<file path="config.mk">
export PLATFORM = sky130hd
export DESIGN_NAME = classic_game_core_flat
export DESIGN_NICKNAME = d
export VERILOG_FILES = /design/src/rtl/classic_game_core_if.sv /design/src/rtl/classic_game_core.sv /design/src/flat_wrapper.sv
export SDC_FILE = /design/constraint.sdc
export NUM_CORES = 1
export LEC_CHECK = 0
export ABC_AREA = 1
export BUFFER_PORTS_ARGS = -buffer_cell sky130_fd_sc_hd__buf_2
export CORE_MARGIN = 2
export CORE_UTILIZATION = 40
export CTS_BUF_LIST = sky130_fd_sc_hd__clkbuf_8
export CTS_CLUSTER_DIAMETER = 60
export DETAILED_ROUTE_END_ITERATION = 10
export HOLD_SLACK_MARGIN = 0.03
export PLACE_DENSITY_LB_ADDON = 0.12
export SLEW_MARGIN = 20
export SYNTH_ARGS = -nofsm -noshare
export SYNTH_HDL_FRONTEND = slang
export SYNTH_SLANG_ARGS = --single-unit
export TNS_END_PERCENT = 100
</file>
<file path="constraint.sdc">
create_clock -name clk -period 1.3 [get_ports clk]
set_input_delay 0.065 -clock clk [delete_from_list [all_inputs] [get_ports clk]]
set_output_delay 0.065 -clock clk [all_outputs]
set_load 0.005 [all_outputs]
</file>
<file path="src/rtl/classic_game_core_if.sv">
// Signal bundle between the classic-mode control core and the buttons/datapath.
// The master side drives the controls and patterns; the core is the slave.
interface classic_game_core_if #(
  parameter int MAX_ROUNDS = 25,
  parameter int SYM_W      = 3
);
  localparam int PAT_W = MAX_ROUNDS * SYM_W;
  localparam int RND_W = $clog2(MAX_ROUNDS + 1);

  logic [1:0]       sel;
  logic             start;
  logic             play_again;
  logic             received_input;
  logic [PAT_W-1:0] game_pattern;
  logic [PAT_W-1:0] input_pattern;

  logic             start_classic;
  logic             start_time;
  logic             start_reverse;
  logic             is_equal;
  logic             gen_pattern;
  logic             incr_score;
  logic             clr;
  logic             input_handler_en;
  logic             game_over;
  logic [RND_W-1:0] round;

  modport master (
    output sel, start, play_again, received_input, game_pattern, input_pattern,
    input  start_classic, start_time, start_reverse, is_equal, gen_pattern,
           incr_score, clr, input_handler_en, game_over, round
  );

  modport slave (
    input  sel, start, play_again, received_input, game_pattern, input_pattern,
    output start_classic, start_time, start_reverse, is_equal, gen_pattern,
           incr_score, clr, input_handler_en, game_over, round
  );
endinterface

</file>
<file path="src/rtl/classic_game_core.sv">
// Classic-mode control core: registered mode decode, pattern comparator and
// round FSM. rst_n is asynchronous and active-HIGH despite its name.
module classic_game_core #(
  parameter int MAX_ROUNDS = 25,
  parameter int SYM_W      = 3
) (
  input  logic                clk,
  input  logic                rst_n,
  classic_game_core_if.slave  bus
);
  localparam int PAT_W = MAX_ROUNDS * SYM_W;
  localparam int RND_W = $clog2(MAX_ROUNDS + 1);
  localparam logic [RND_W-1:0] LAST_ROUND = RND_W'(MAX_ROUNDS);

  typedef enum logic [2:0] {
    S_IDLE,
    S_GEN,
    S_WAIT_IN,
    S_GAME_OVER,
    S_RESTART
  } state_t;

  state_t           state, state_d;
  logic [RND_W-1:0] round_q, round_d;
  logic             start_classic, start_time, start_reverse;
  logic             is_equal;
  logic             gen_pattern, incr_score, clr, input_handler_en, game_over;

  // NOTE: sequential state uses non-blocking (<=) so every register samples
  // pre-edge values; combinational blocks use blocking (=).
  always_ff @(posedge clk or posedge rst_n) begin
    if (rst_n) begin
      start_classic <= 1'b0;
      start_time    <= 1'b0;
      start_reverse <= 1'b0;
    end else begin
      start_classic <= (bus.sel == 2'b00);
      start_time    <= (bus.sel == 2'b01);
      start_reverse <= (bus.sel == 2'b10);
    end
  end

  assign is_equal = bus.received_input &&
                    (bus.game_pattern[PAT_W-1:0] == bus.input_pattern[PAT_W-1:0]);

  always_ff @(posedge clk or posedge rst_n) begin
    if (rst_n) begin
      state   <= S_IDLE;
      round_q <= '0;
    end else begin
      state   <= state_d;
      round_q <= round_d;
    end
  end

  // NOTE: every output of this block gets a default first, so no path can
  // leave a signal unassigned and infer a latch.
  always_comb begin
    state_d          = state;
    gen_pattern      = 1'b0;
    incr_score       = 1'b0;
    clr              = 1'b0;
    input_handler_en = 1'b0;
    game_over        = 1'b0;
    unique case (state)
      S_IDLE: begin
        clr = 1'b1;
        if (bus.start) state_d = S_GEN;
      end
      S_GEN: begin
        gen_pattern = 1'b1;
        state_d     = S_WAIT_IN;
      end
      S_WAIT_IN: begin
        input_handler_en = 1'b1;
        if (bus.received_input) begin
          if (is_equal) begin
            incr_score = 1'b1;
            state_d    = (round_q == LAST_ROUND) ? S_GAME_OVER : S_GEN;
          end else begin
            state_d = S_GAME_OVER;
          end
        end
      end
      S_GAME_OVER: begin
        game_over = 1'b1;
        if (bus.play_again) state_d = S_RESTART;
      end
      S_RESTART: begin
        clr     = 1'b1;
        state_d = S_GEN;
      end
      default: state_d = S_IDLE;
    endcase
    // Leaving classic mode aborts the game from any state, and no score is
    // awarded on the way out.
    if (!start_classic) begin
      state_d    = S_IDLE;
      incr_score = 1'b0;
    end
  end

  // round tracks the pattern length as seen in the state being entered, so
  // it already reads the new length during the GEN cycle.
  always_comb begin
    round_d = round_q;
    case (state_d)
      S_GEN:             if (round_q < LAST_ROUND) round_d = round_q + 1'b1;
      S_IDLE, S_RESTART: round_d = '0;
      default:           round_d = round_q;
    endcase
  end

  assign bus.start_classic    = start_classic;
  assign bus.start_time       = start_time;
  assign bus.start_reverse    = start_reverse;
  assign bus.is_equal         = is_equal;
  assign bus.gen_pattern      = gen_pattern;
  assign bus.incr_score       = incr_score;
  assign bus.clr              = clr;
  assign bus.input_handler_en = input_handler_en;
  assign bus.game_over        = game_over;
  assign bus.round            = round_q;
endmodule

</file>
<file path="src/flat_wrapper.sv">
// flat-port wrapper written by rule: the top's interface ports become plain ports
module classic_game_core_flat 
#(
  parameter int MAX_ROUNDS = 25,
  parameter int SYM_W      = 3
)
  (clk, rst_n, bus_sel, bus_start, bus_play_again, bus_received_input, bus_game_pattern, bus_input_pattern, bus_start_classic, bus_start_time, bus_start_reverse, bus_is_equal, bus_gen_pattern, bus_incr_score, bus_clr, bus_input_handler_en, bus_game_over, bus_round);
  classic_game_core_if #(.MAX_ROUNDS(MAX_ROUNDS), .SYM_W(SYM_W)) bus_i ();
  input  logic clk;
  input  logic rst_n;
  input wire logic [$bits(bus_i.sel)-1:0] bus_sel;
  input wire logic [$bits(bus_i.start)-1:0] bus_start;
  input wire logic [$bits(bus_i.play_again)-1:0] bus_play_again;
  input wire logic [$bits(bus_i.received_input)-1:0] bus_received_input;
  input wire logic [$bits(bus_i.game_pattern)-1:0] bus_game_pattern;
  input wire logic [$bits(bus_i.input_pattern)-1:0] bus_input_pattern;
  output wire logic [$bits(bus_i.start_classic)-1:0] bus_start_classic;
  output wire logic [$bits(bus_i.start_time)-1:0] bus_start_time;
  output wire logic [$bits(bus_i.start_reverse)-1:0] bus_start_reverse;
  output wire logic [$bits(bus_i.is_equal)-1:0] bus_is_equal;
  output wire logic [$bits(bus_i.gen_pattern)-1:0] bus_gen_pattern;
  output wire logic [$bits(bus_i.incr_score)-1:0] bus_incr_score;
  output wire logic [$bits(bus_i.clr)-1:0] bus_clr;
  output wire logic [$bits(bus_i.input_handler_en)-1:0] bus_input_handler_en;
  output wire logic [$bits(bus_i.game_over)-1:0] bus_game_over;
  output wire logic [$bits(bus_i.round)-1:0] bus_round;
  assign bus_i.sel = bus_sel;
  assign bus_i.start = bus_start;
  assign bus_i.play_again = bus_play_again;
  assign bus_i.received_input = bus_received_input;
  assign bus_i.game_pattern = bus_game_pattern;
  assign bus_i.input_pattern = bus_input_pattern;
  assign bus_start_classic = bus_i.start_classic;
  assign bus_start_time = bus_i.start_time;
  assign bus_start_reverse = bus_i.start_reverse;
  assign bus_is_equal = bus_i.is_equal;
  assign bus_gen_pattern = bus_i.gen_pattern;
  assign bus_incr_score = bus_i.incr_score;
  assign bus_clr = bus_i.clr;
  assign bus_input_handler_en = bus_i.input_handler_en;
  assign bus_game_over = bus_i.game_over;
  assign bus_round = bus_i.round;
  classic_game_core #(.MAX_ROUNDS(MAX_ROUNDS), .SYM_W(SYM_W)) u_core (.clk(clk), .rst_n(rst_n), .bus(bus_i));
endmodule
</file>
-- Yosys cells after proc, flatten, opt, wreduce, memory -nomap -nowiden
Index checks and enable logic that the tools add are counted.
- register bits: 11
- input bits: 157
- output and inout port bits: 14
- logic and storage cells: 43
- add/sub/neg operators: 1
- order comparisons: 1
- equality and inequality tests: 11
- muxes and demuxes: 17
- reduce and logical (&&, ||, !) cells: 8
- operator list (cell ; number):
    == test 75 bit ; 1
    two-way mux 3 bit ; 5
    one-hot mux 3 bit (5 select lines) ; 1
    one-hot mux 5 bit (2 select lines) ; 1
    two-way mux 1 bit ; 8
    == test 3 x 1 -> 1 bit, second input constant ; 2
    == test 3 x 2 -> 1 bit, second input constant ; 2
    == test 3 bit, second input constant ; 2
    logical NOT 3 bit ; 2
    adder 5 x 1 -> 5 bit, second input constant ; 1
    == test 5 bit, second input constant ; 1
    < comparator 5 bit, second input constant ; 1
    two-way mux 5 bit ; 1
    OR reduction 2 bit ; 2
    == test 2 x 1 -> 1 bit, second input constant ; 1
    == test 2 bit, second input constant ; 1
    logical NOT 2 bit ; 1
    two-way mux 2 bit ; 1
    != test 2 x 1 -> 1 bit, second input constant ; 1
    AND reduction 2 bit ; 1
    nonzero test 2 bit ; 1
    logical AND 1 bit ; 1

-- Longest topological paths before layout
Gate-level depths: netlist (run 1).
- depth in word-level cells: 10
- mapped depth: 15
- mapped depth without buffers: 15

-- Least setup slack after synthesis (run 1)
OpenSTA, ideal clock, no wires.
- path kind: flip-flop to flip-flop
- from: register u_core.round_q[0], in the netlist u_core.bus.round[0]
- to: register u_core.round_q[2], in the netlist u_core.bus.round[2]
- library setup time: 118 ps
- data arrival time: 1287 ps
- required time: 1182 ps
- setup slack: -105 ps
- cell stages (with the launch flop): 10
- buffers on the path: 0
- clock period less this slack: 1405 ps
- path through: dfrtp_1 ha_1 a21boi_0 nand4_1 nand2_1 nand2_2 nand2_4 o21ai_4 nand2_1 nand2_1
- cells in the longest elaborated chain, start to end: 10
- elaborated cells on any way between the ends: 17
- those cells by class: add/sub: 1; order compare: 1; eq/ne: 4; mux: 7; reduce/logical: 4
- RTL lines (what ; RTL line ; source):
    start: declaration ; classic_game_core.sv:24 ; logic [RND_W-1:0] round_q, round_d;
    start signal: assignment ; classic_game_core.sv:52 ; round_q <= round_d;
    == test 5 bit ; classic_game_core.sv:79 ; state_d = (round_q == LAST_ROUND) ? S_GAME_OVER : S_GEN;
    two-way mux 2 bit ; classic_game_core.sv:79 ;
    two-way mux 3 bit ; classic_game_core.sv:77 ; if (is_equal) begin
    two-way mux 3 bit ; classic_game_core.sv:76 ; if (bus.received_input) begin
    one-hot mux 3 bit (5 select lines) ; classic_game_core.sv:65 ; unique case (state)
    two-way mux 3 bit ; classic_game_core.sv:97 ; if (!start_classic) begin
    == test 3 bit / logical NOT 3 bit (equally long branches) ; classic_game_core.sv:107 ; case (state_d)
    OR reduction 2 bit ; classic_game_core.sv:107 ;
    nonzero test 2 bit (no source line) ; - ;
    AND reduction 2 bit (no source line) ; - ;
Several ways; a longest one is shown, not always the timed one. The select of a mux whose other input is x is not followed.
A chain may end at the register's enable or synchronous reset.

-- Worst setup path after layout (run 1)
- from: input port bus_game_pattern[12]
- to: output port bus_incr_score
- cells in the longest elaborated chain, start to end: 6
- RTL lines (what ; RTL line ; source):
    start: declaration ; flat_wrapper.sv:15 ; input wire logic [$bits(bus_i.game_pattern)-1:0] bus_game_pattern;
    == test 75 bit ; classic_game_core.sv:44 ; (bus.game_pattern[PAT_W-1:0] == bus.input_pattern[PAT_W-1:0]);
    logical AND 1 bit ; classic_game_core.sv:43 ; assign is_equal = bus.received_input &&
    two-way mux 1 bit ; classic_game_core.sv:77 ;
    two-way mux 1 bit ; classic_game_core.sv:76 ;
    two-way mux 1 bit ; classic_game_core.sv:65 ;
    two-way mux 1 bit ; classic_game_core.sv:97 ;
    end: declaration ; flat_wrapper.sv:22 ; output wire logic [$bits(bus_i.incr_score)-1:0] bus_incr_score;
Every way passes these cells.

==> impl_metrics.tcl, run 1 <==
set metrics [dict create \
    clockRootBuffer "clkbuf_8" \
    yosysTopAreaCell "nand2_1" \
    final_hold_viol_count 0 \
    syn_avg_cell_area_um2 4.73 \
    synth_most_common_cell "nand2_1" \
    slew_violations 0 \
    fp.dieW_um 83.4 \
    synthToLayoutAreaGrowth_pct 74.9 \
    critPathMaxFanout 2 \
    die_h_um 83.4 \
    p_per_area_mw_per_mm2 420 \
    synth-xor-area-share 0.0382 \
    drt_wl_total_mm 10.9 \
    hpwl_mm 9.29 \
    ir_worst_vdd_uv 581 \
    synth-main-ff-cell "dfrtp_1" \
    clock_sinks 11 \
    drcViolationCount 0 \
    port_buffers 170 \
    synthAdderAreaFrac 0.00992 \
    setup_ws_ns -0.241 \
    tightest_slew_ns 0.447 \
    synth_top_family_by_area "simple AND/OR/NAND/NOR gates" \
    grt.total_usage 0.302 \
    initial_core_util 0.421 \
    ant_nets 0 \
    cts_buffer_depth 2 \
    place_area_mm2 0.00409 \
    die-area_mm2 0.00696 \
    whs_ns 0.0902 \
    ys_ff_latch 11 \
    cp_slowest_cell "nor4_2" \
    cts-htree-levels 1 \
    fill_cells 540 \
    synth_cell_types 28 \
    drtIter0Drc 222 \
    viasPerCell 4.70 \
    period_needed_ns 1.54 \
    required_ns 1.24 \
    clk_latency_ns 0.25 \
    status "finished, violations left" \
    cts_tree "yes" \
    crit_chain "buf_6 > inv_2 > nand2_2 > nand4_1 > nor4_2 > buf_4 > nand2_4 > nor2_4 > nand3_2 > nor2_1 > buf_2" \
    start_kind "primary input" \
    synthMuxAreaShare 0 \
    grt_pass1_wl_mm 17.4 \
    stdcell_count 871 \
    synth-seq-area-share 0.109 \
    synth-async-reset-ratio 1.00 \
    total_power_mw 1.85 \
    yosysWarnings 0 \
    grt-ovfl-total 0 \
    drt_pass1_iterations 5 \
    io-pin-count 171 \
    reg2reg_slack_ns -0.10 \
    utilization 0.736 \
    final_area_mm2 0.00441 \
    placed_cells_incl_taps 859 \
    grt_max_degree 12 \
    crit_buf_inv 4 \
    synthCells 533 \
    synthSimpleGateAreaFrac 0.591 \
    finalClockSkew_ns 0.00736 \
    wl_per_cell_um 12.5 \
    violations "setup timing" \
    layout.nets 956 \
    max_stage_delay_ns 0.35 \
    antenna_found_initial 0 \
    maxSlewHeadroom 0.702 \
    cts_buffers 3 \
    synth_commonest_cells "224 x nand2_1, 136 x inv_1, 63 x nor2_1" \
    netlist.area_leader.share 0.333 \
    coreArea_mm2 0.00599 \
    end_kind "output port" \
    worstSetupPathType "in2out" \
    drive_gt1_frac 0.392 \
    fin_crit_sh 1.19 \
    hold_class "in2reg" \
    syn-num-nets 692 \
    critPathTopFamily "simple AND/OR/NAND/NOR gates" \
    gp_congestion 0.949 \
    vias 4093 \
    diodes 0 \
    finalSetupViolCount 7 \
    maxCapViolCount 0 \
    rows 28 \
    max_freq_ghz 0.649 \
    rsz0062_at_grt "yes" \
    synth-edff-count 0 \
    synth_compound_area_frac 0.0392 \
    crit_arrival_ns 1.48 \
    clkSlewWorstSetupHoldPaths_ns 0.05 \
    synth_area_mm2 0.00252 \
    p_leak_nw 2.99 \
    grt_pass1_vias 3930 \
    synth_area_leaders "nand2_1 33%, inv_1 20%, dfrtp_1 11%" \
]
[logic make-up after synthesis]
logic type | after synthesis
simple gates | 353
xor+xnor | 11
flops | 11
compound gates | 13
fa+ha+maj | 2
buf+inv | 143
[cell usage in the layout, fill, tap and decap left out, types with 2 or more instances in the layout]
cell | Yosys | routed
clkbuf_8 | 0 | 3
o21ai_1 | 1 | 4
dfrtp_1 | 11 | 9
nor4_1 | 8 | 4
nor3_1 | 3 | 2
buf_4 | 0 | 85
inv_2 | 6 | 14
buf_6 | 0 | 14
nor3_2 | 2 | 2
nand4_1 | 36 | 36
buf_2 | 0 | 157
xor2_1 | 4 | 4
nand3_1 | 9 | 8
nand2_4 | 1 | 2
nor2_1 | 63 | 59
or2_4 | 0 | 2
nor4_2 | 0 | 3
nor2_2 | 1 | 3
nand2_2 | 1 | 12
dfrtp_2 | 0 | 2
o21ai_0 | 6 | 3
inv_1 | 136 | 129
xnor2_1 | 7 | 7
dlygate4sd3_1 | 0 | 3
nor2_4 | 0 | 2
nand2_1 | 224 | 212
[worst paths after layout]
check                      cells after the start                        to                 start
max                                           11            bus_incr_score  bus_game_pattern[12]
min                                            3           u_core.state[2]        bus_play_again
max reg2reg                                    9       u_core.bus.round[1]   u_core.bus.round[0]
min reg2reg                                    3       u_core.bus.round[4]   u_core.bus.round[4]
max in group asynchronous                      3           u_core.state[2]                 rst_n
min in group asynchronous                      3  u_core.bus.start_classic                 rst_n
[worst reg2reg max path: stages (launching register included)]
cell	delay (ns)
dfrtp_2	0.43
ha_4	0.16
a21boi_2	0.11
nand4_1	0.11
nand2_1	0.09
nand2_2	0.06
nand2_4	0.10
o21ai_4	0.09
nand2_1	0.08
nand2_1	0.05
[per-layer routing]
layer	GRT usage	routed length (um)	part of all wire
met2	0.560	5210	0.48
met1	0.385	4640	0.43
met4	0.0601	193	0.018
met3	0.0209	824	0.076
met5	0	0	0
[power by group]
part / switching (mW) / internal, mW
Sequential: 0.00836 / 0.352
Combinational: 0.577 / 0.562
Clock: 0.147 / 0.209
Total: 0.732 / 1.12
[through the flow]
stage / TNS (ns) / setup WS [ns]
detailed placement: -2.43 / -0.354
floorplan: -0.190 / -0.0385
global route: -1.69 / -0.347
finish: -0.901 / -0.241
CTS: -0.752 / -0.252
global placement: -2.26 / -0.356
[what timing repair did]
item,4_1_cts,5_1_grt
setup buffers,4,2
resized for setup,27,33
hold buffers,3,0
endpoints found under the hold margin,14,0
pin swaps,15,23
setup endpoints to repair,7,9
[registers in the layout (all words and copies together) (netlist names)]
signal	flops
u_core.bus.round	5
u_core.state	3
u_core.bus.start_classic	1
u_core.bus.start_reverse	1
u_core.bus.start_time	1
[cell type report]
class	instances	area, um2	share of cell area
Clock inverter	1	3.75	0.000851
Inverter	143	538	0.122
Sequential cell	11	278	0.0630
Timing Repair Buffer	259	1610	0.365
Multi-Input combinational cell	379	1850	0.418
Clock buffer	3	41.3	0.00936
Tap cell	75	93.8	0.0213
(Power assumes the default switching activity.)
==> inputs of run 2 (changes only) <==
--- a/config.mk
+++ b/config.mk
@@ -13,7 +13,7 @@
 export CTS_CLUSTER_DIAMETER = 60
 export DETAILED_ROUTE_END_ITERATION = 10
 export HOLD_SLACK_MARGIN = 0.03
-export PLACE_DENSITY_LB_ADDON = 0.12
+export PLACE_DENSITY = 0.87
 export SLEW_MARGIN = 20
 export SYNTH_ARGS = -nofsm -noshare
 export SYNTH_HDL_FRONTEND = slang
==> run 2 against run 1 <==
Net effect: design area is 4.4% lower; sequential share of layout area increased by 0.29 points; first-iteration DRC count is 53% higher; the flow still finishes with violations (setup timing); largest cell class unchanged; final cell count shrank 1.7%; critical endpoint is now u_core.bus.round[3]; global-route usage grew 1.9 points; core utilization fell by 3.2 points; fmax is 1.8% higher.
==> impl_metrics.tcl, run 2 (synthesis gave the netlist of run 1 again) <==
set metrics [dict create \
    final_common_cell "nand2_1" \
    cts_buffers 3 \
    crit_path_start "u_core.state[2]" \
    crit_arrival_ns 1.69 \
    crit_buf_inv 1 \
    drcViolationCount 0 \
    reg2reg_slack_ns -0.21 \
    wl_per_cell_um 13.7 \
    worstSetupPathType "reg2reg" \
    gp_congestion 1.02 \
    synthToLayoutAreaGrowth_pct 67.2 \
    p_leak_nw 2.89 \
    clock_sinks 11 \
    grt_max_degree 12 \
    largest_reg_flops 5 \
    setup_ws_ns -0.214 \
    final_hold_viol_count 0 \
    crit_top_cell "nand2_2" \
    p_per_area_mw_per_mm2 426 \
    r2r_start "u_core.state[2]" \
    place_area_mm2 0.00397 \
    clk_latency_ns 0.24 \
    port_buffers 170 \
    ir_worst_vdd_uv 759 \
    finalSetupViolCount 9 \
    critPathTopFamily "simple AND/OR/NAND/NOR gates" \
    grt.total_usage 0.321 \
    cts_tree "yes" \
    die-area_mm2 0.00696 \
    diodes 0 \
    clockRootBuffer "clkbuf_8" \
    tightest_slew_ns 0.450 \
    utilization 0.704 \
    critPathMaxFanout 5 \
    p_clk_frac 0.187 \
    crit_chain "nor3_4 > inv_2 > nor2_4 > a21oi_1 > nand2_1 > nand2_2 > o21ai_4 > nand2_2 > nand2_2" \
    drt_pass1_iterations 7 \
    hold_class "in2reg" \
    max_freq_ghz 0.660 \
    crit_path_end "u_core.bus.round[3]" \
    slew_violations 0 \
    cts-htree-levels 1 \
    switching_share 0.399 \
    initial_core_util 0.421 \
    internal_power_mw 1.08 \
    layout.nets 941 \
    cp_slowest_cell "dfrtp_2" \
    drt_wl_total_mm 11.7 \
    cts_buffer_depth 2 \
    vias 4286 \
    r2r-end "u_core.bus.round[3]" \
    required_ns 1.47 \
    hpwl_mm 10.0 \
    grt_pass1_vias 4217 \
    period_needed_ns 1.51 \
    status "finished, violations left" \
    combPwrFrac 0.613 \
    coreArea_mm2 0.00599 \
    grt_pass1_wl_mm 18.4 \
    drive_gt1_frac 0.362 \
    final_cell_mix "217 x nand2_1, 163 x buf_2, 131 x inv_1" \
    clkSlewWorstSetupHoldPaths_ns 0.05 \
    power.switching_mw 0.717 \
    total_power_mw 1.80 \
    violations "setup timing" \
    io-pin-count 171 \
    die_h_um 83.4 \
    end_kind "flop" \
    rows 28 \
    start_kind "flop" \
    max_stage_delay_ns 0.44 \
    final_area_mm2 0.00422 \
    rsz0062_at_grt "yes" \
    maxSlewHeadroom 0.700 \
    finalClockSkew_ns 0.00274 \
    ant_nets 0 \
    viasPerCell 5.01 \
    path_depth 9 \
    pwr-share-seq 0.201 \
    maxCapViolCount 0 \
    fp.dieW_um 83.4 \
    fin_crit_sh 1.16 \
    grt-ovfl-total 0 \
    drtIter0Drc 339 \
    hold_depth 3 \
    reg2reg_depth 9 \
    antenna_found_initial 0 \
]
[run 2: cell count changes in the layout (fill, tap and decap cells not counted), moves of 3 or more]
| cell | delta |
|---|---|
| buf_2 | +6 |
| buf_4 | -16 |
| buf_6 | -6 |
| nand2_1 | +5 |
| nand2_2 | -5 |
| nor2_1 | +3 |
| o21ai_1 | -3 |
[run 2: final cells by class]
cell class	instances	area (um2)
Clock buffer	3	41.3
Inverter	143	538
Tap cell	75	93.8
Clock inverter	1	3.75
Sequential cell	11	278
Multi-Input combinational cell	379	1800
Fill cell	550	1770
Timing Repair Buffer	244	1460
[run 2: layer usage]
| metal | wire length [um] | up-vias | global-route usage |
|---|---|---|---|
| met1 | 4480 | 1892 | 0.380 |
| met3 | 1220 | 45 | 0.0527 |
| li1 | - | 2085 | - |
| met4 | 374 | 0 | 0.0953 |
| met2 | 5660 | 264 | 0.592 |
| met5 | 0 | - | 0 |
[run 2: worst reg2reg max path: stages (launching register included)]
cell     delay (ns)
dfrtp_2        0.44
nor3_4         0.21
inv_2          0.08
nor2_4         0.09
a21oi_1        0.05
nand2_1        0.08
nand2_2        0.08
o21ai_4        0.21
nand2_2        0.11
nand2_2        0.10
[run 2: per-stage QoR]
step	hold slack [ns]	setup TNS, ns	setup WS, ns	cells
after CTS	0.0999	-0.898	-0.149	857
final	0.107	-1.27	-0.214	856
after global placement	0.0520	-1.82	-0.327	843
after floorplan	-0.0826	-0.190	-0.0385	533
after detailed placement	0.0754	-2.24	-0.338	843
after global routing	0.0942	-1.77	-0.267	856
[run 2: worst min-delay path by stage]
stage / start / to / slack (ns)
after floorplan: rst_n / u_core.bus.round[1] / -0.08
after global placement: rst_n / u_core.bus.start_time / 0.05
after detailed placement: rst_n / u_core.bus.start_classic / 0.08
after CTS: bus_play_again / u_core.state[2] / 0.1
after global routing: bus_play_again / u_core.state[2] / 0.09
final: bus_play_again / u_core.state[2] / 0.11
[run 2: power groups by stage]
stage / clock network, mW / registers, mW / logic, mW
floorplan: 0 / 0.367 / 0.427
global placement: 0 / 0.364 / 0.993
detailed placement: 0 / 0.365 / 1.02
CTS: 0.336 / 0.360 / 1.07
global route: 0.363 / 0.361 / 1.21
finish: 0.335 / 0.361 / 1.10
[run 2: repair_timing]
item                       in CTS  in global routing
hold endpoints to repair       14                  0
setup buffers                   6                  1
resized for setup              29                  8
setup endpoints to repair       8                 10
pin swaps                       7                  8
hold buffers                    4                  0
==> inputs of run 3 (changes only) <==
--- a/config.mk
+++ b/config.mk
@@ -5,15 +5,14 @@
 export SDC_FILE = /design/constraint.sdc
 export NUM_CORES = 1
 export LEC_CHECK = 0
-export ABC_AREA = 1
 export BUFFER_PORTS_ARGS = -buffer_cell sky130_fd_sc_hd__buf_2
 export CORE_MARGIN = 2
-export CORE_UTILIZATION = 40
+export CORE_UTILIZATION = 36
 export CTS_BUF_LIST = sky130_fd_sc_hd__clkbuf_8
 export CTS_CLUSTER_DIAMETER = 60
 export DETAILED_ROUTE_END_ITERATION = 10
 export HOLD_SLACK_MARGIN = 0.03
-export PLACE_DENSITY = 0.87
+export PLACE_DENSITY = 0.85
 export SLEW_MARGIN = 20
 export SYNTH_ARGS = -nofsm -noshare
 export SYNTH_HDL_FRONTEND = slang
==> run 3 against run 2 <==
Net effect: the run still ends with setup timing left; synthesized area fell by 20%; flip-flop and latch count did not move; critical path depth fell by 3; clock-buffer cell count stayed put; global-route usage shrank 2.2 points; sequential share of layout area increased by 0.60 points; via count decreased by 24%; final cell count shrank 31%; total power down 2.0%; largest cell class unchanged; highest routed layer unchanged.
==> impl_metrics.tcl, run 3 <==
set metrics [dict create \
    wl_per_cell_um 16.6 \
    crit_arrival_ns 1.98 \
    min_from "bus_play_again" \
    largest_reg_flops 5 \
    reg2reg_slack_ns -0.53 \
    cts_tree "yes" \
    synth-async-reset-ratio 1.00 \
    yosysWarnings 0 \
    min_to "u_core.state[2]" \
    finalClockSkew_ns 0.000643 \
    cts_buffer_depth 2 \
    netlist.area_leader.share 0.202 \
    required_ns 1.45 \
    utilization 0.714 \
    synth_most_common_cell "nand2b_1" \
    met3_length_um 940 \
    start_kind "flop" \
    cts-htree-levels 1 \
    critPathMaxFanout 4 \
    clk_latency_ns 0.25 \
    grt-ovfl-total 0 \
    drcViolationCount 0 \
    met2_length_mm 4.98 \
    maxSlewHeadroom 0.681 \
    fp.dieW_um 78.7 \
    yosysTopAreaCell "nand2b_1" \
    coreArea_mm2 0.00544 \
    r2r_start "u_core.state[2]" \
    synth-main-ff-cell "dfrtp_1" \
    rows 27 \
    p_leak_nw 1.86 \
    port_buffers 170 \
    drive_gt1_frac 0.578 \
    ant_nets 0 \
    worstSetupPathType "reg2reg" \
    viasPerCell 5.50 \
    violations "setup timing" \
    tightest_slew_ns 0.478 \
    die_h_um 78.7 \
    diodes 0 \
    synth_area_mm2 0.00201 \
    topRoutingLayerUsed "met4" \
    hold_depth 3 \
    grt_pass1_wl_mm 14.8 \
    hpwl_mm 7.76 \
    layout.nets 679 \
    ir_worst_vdd_uv 291 \
    vias 3249 \
    placed_cells_incl_taps 572 \
    synth_commonest_cells "65 x nand2b_1, 51 x nand4_1, 44 x xnor2_1" \
    grt.total_usage 0.300 \
    synth-edff-count 0 \
    whs_ns 0.214 \
    max_freq_ghz 0.548 \
    gp_congestion 0.932 \
    clkSlewWorstSetupHoldPaths_ns 0.06 \
    synth_area_leaders "nand2b_1 20%, xnor2_1 19%, nand4_1 16%" \
    combPwrFrac 0.582 \
    wl_met1_mm 3.61 \
    setup_ws_ns -0.526 \
    stdcell_count 591 \
    crit_path_start "u_core.state[2]" \
    clockRootBuffer "clkbuf_8" \
    synth_cell_types 42 \
    synthCells 259 \
    grt_max_degree 12 \
    die-area_mm2 0.00619 \
    fin_crit_sh 1.40 \
    rsz0062_at_grt "yes" \
    r2r-end "u_core.bus.round[3]" \
    drtIter0Drc 184 \
    final_hold_viol_count 0 \
    cts_buffers 3 \
    switching_share 0.350 \
    end_kind "flop" \
    finalSetupViolCount 12 \
    drt_wl_total_mm 9.83 \
    power.switching_mw 0.617 \
    final_cell_mix "160 x buf_2, 81 x buf_4, 64 x nand2b_1" \
    io-pin-count 171 \
    syn_avg_cell_area_um2 7.75 \
    fin_tns_setup_ns -3.98 \
    clock_sinks 11 \
    hold_class "in2reg" \
    reg2reg_depth 6 \
    status "finished, violations left" \
    syn-num-nets 418 \
    slew_violations 0 \
    p_clk_frac 0.213 \
    p_per_area_mw_per_mm2 454 \
    ys_ff_latch 11 \
    initial_core_util 0.369 \
    period_needed_ns 1.83 \
    maxCapViolCount 0 \
    synth-seq-area-share 0.137 \
    drt_pass1_iterations 5 \
    internal_power_mw 1.15 \
    pwr-share-seq 0.206 \
    grt_pass1_vias 3253 \
    final_common_cell "buf_2" \
    synthToLayoutAreaGrowth_pct 93.5 \
    antenna_found_initial 0 \
]
run 3: cell types whose count changed after synthesis, sizes merged, moves of 4 or more:
cell	previous run	this run
nor2b	0	4
nand2b	0	65
o21ai	8	0
inv	142	8
nand3	9	4
nand2	226	7
nor2	64	9
nand4	36	51
xnor2	7	44
xor2	4	0
run 3: worst max path at each step:
stage	endpoint	slack (ns)	cells after the start
2_1_floorplan	u_core.bus.round[1]	-0.37	6
3_3_place_gp	bus_incr_score	-0.44	9
3_5_place_dp	bus_incr_score	-0.53	9
4_1_cts	u_core.bus.round[3]	-0.41	6
5_1_grt	u_core.bus.round[3]	-0.59	6
6_report	u_core.bus.round[3]	-0.53	6
run 3: power by group through the flow:
stage / logic, mW / registers, mW / clock network, mW
2_1_floorplan: 0.374 / 0.370 / 0
3_3_place_gp: 0.880 / 0.368 / 0
3_5_place_dp: 0.909 / 0.369 / 0
4_1_cts: 0.940 / 0.363 / 0.371
5_1_grt: 1.09 / 0.364 / 0.402
6_report: 1.02 / 0.363 / 0.375
run 3: cell families after synthesis:
kind of cell	share of synthesized area
xor+xnor	0.192
compound gates	0.135
simple gates	0.496
buf+inv	0.0280
flops	0.137
fa+ha+maj	0.0125
run 3: per-stage QoR:
stage | area [um2] | worst slack (ns) | power (mW)
global route | 3880 | -0.589 | 1.86
CTS | 3680 | -0.405 | 1.67
global placement | 3520 | -0.444 | 1.25
floorplan | 2060 | -0.367 | 0.744
finish | 3880 | -0.526 | 1.76
detailed placement | 3520 | -0.534 | 1.28
run 3: metal layers:
metal | global-route usage | vias up
met3 | 0.0483 | 35
li1 | - | 1502
met4 | 0.116 | 0
met2 | 0.561 | 204
met1 | 0.336 | 1508
met5 | 0 | -
run 3: cell type report:
| cell class | count | area [um2] |
|---|---|---|
| multi-input cells | 237 | 1830 |
| repair buffers | 259 | 1610 |
| well taps | 72 | 90.1 |
| inverters | 8 | 32.5 |
| flip-flops and latches | 11 | 279 |
| fillers | 396 | 1550 |
| clock buffers | 3 | 41.3 |
| clock inverters | 1 | 5.00 |
run 3: worst max-delay path, stage by stage (launching register included):
cell and delay (ns):
dfrtp_1 0.41, nand4b_1 0.27, o211ai_1 0.34, nand3_1 0.19, a21bo_2 0.24, a41o_2 0.24, o41ai_2 0.05
run 3: timing repair:
item                                   CTS  global route
endpoints found under the hold margin   14             0
cloned                                   0             0
hold buffers                             3             0
buffers inserted                         5             9
pin swaps                               14            27
resized for setup                       11            28
setup endpoints to repair               11            12
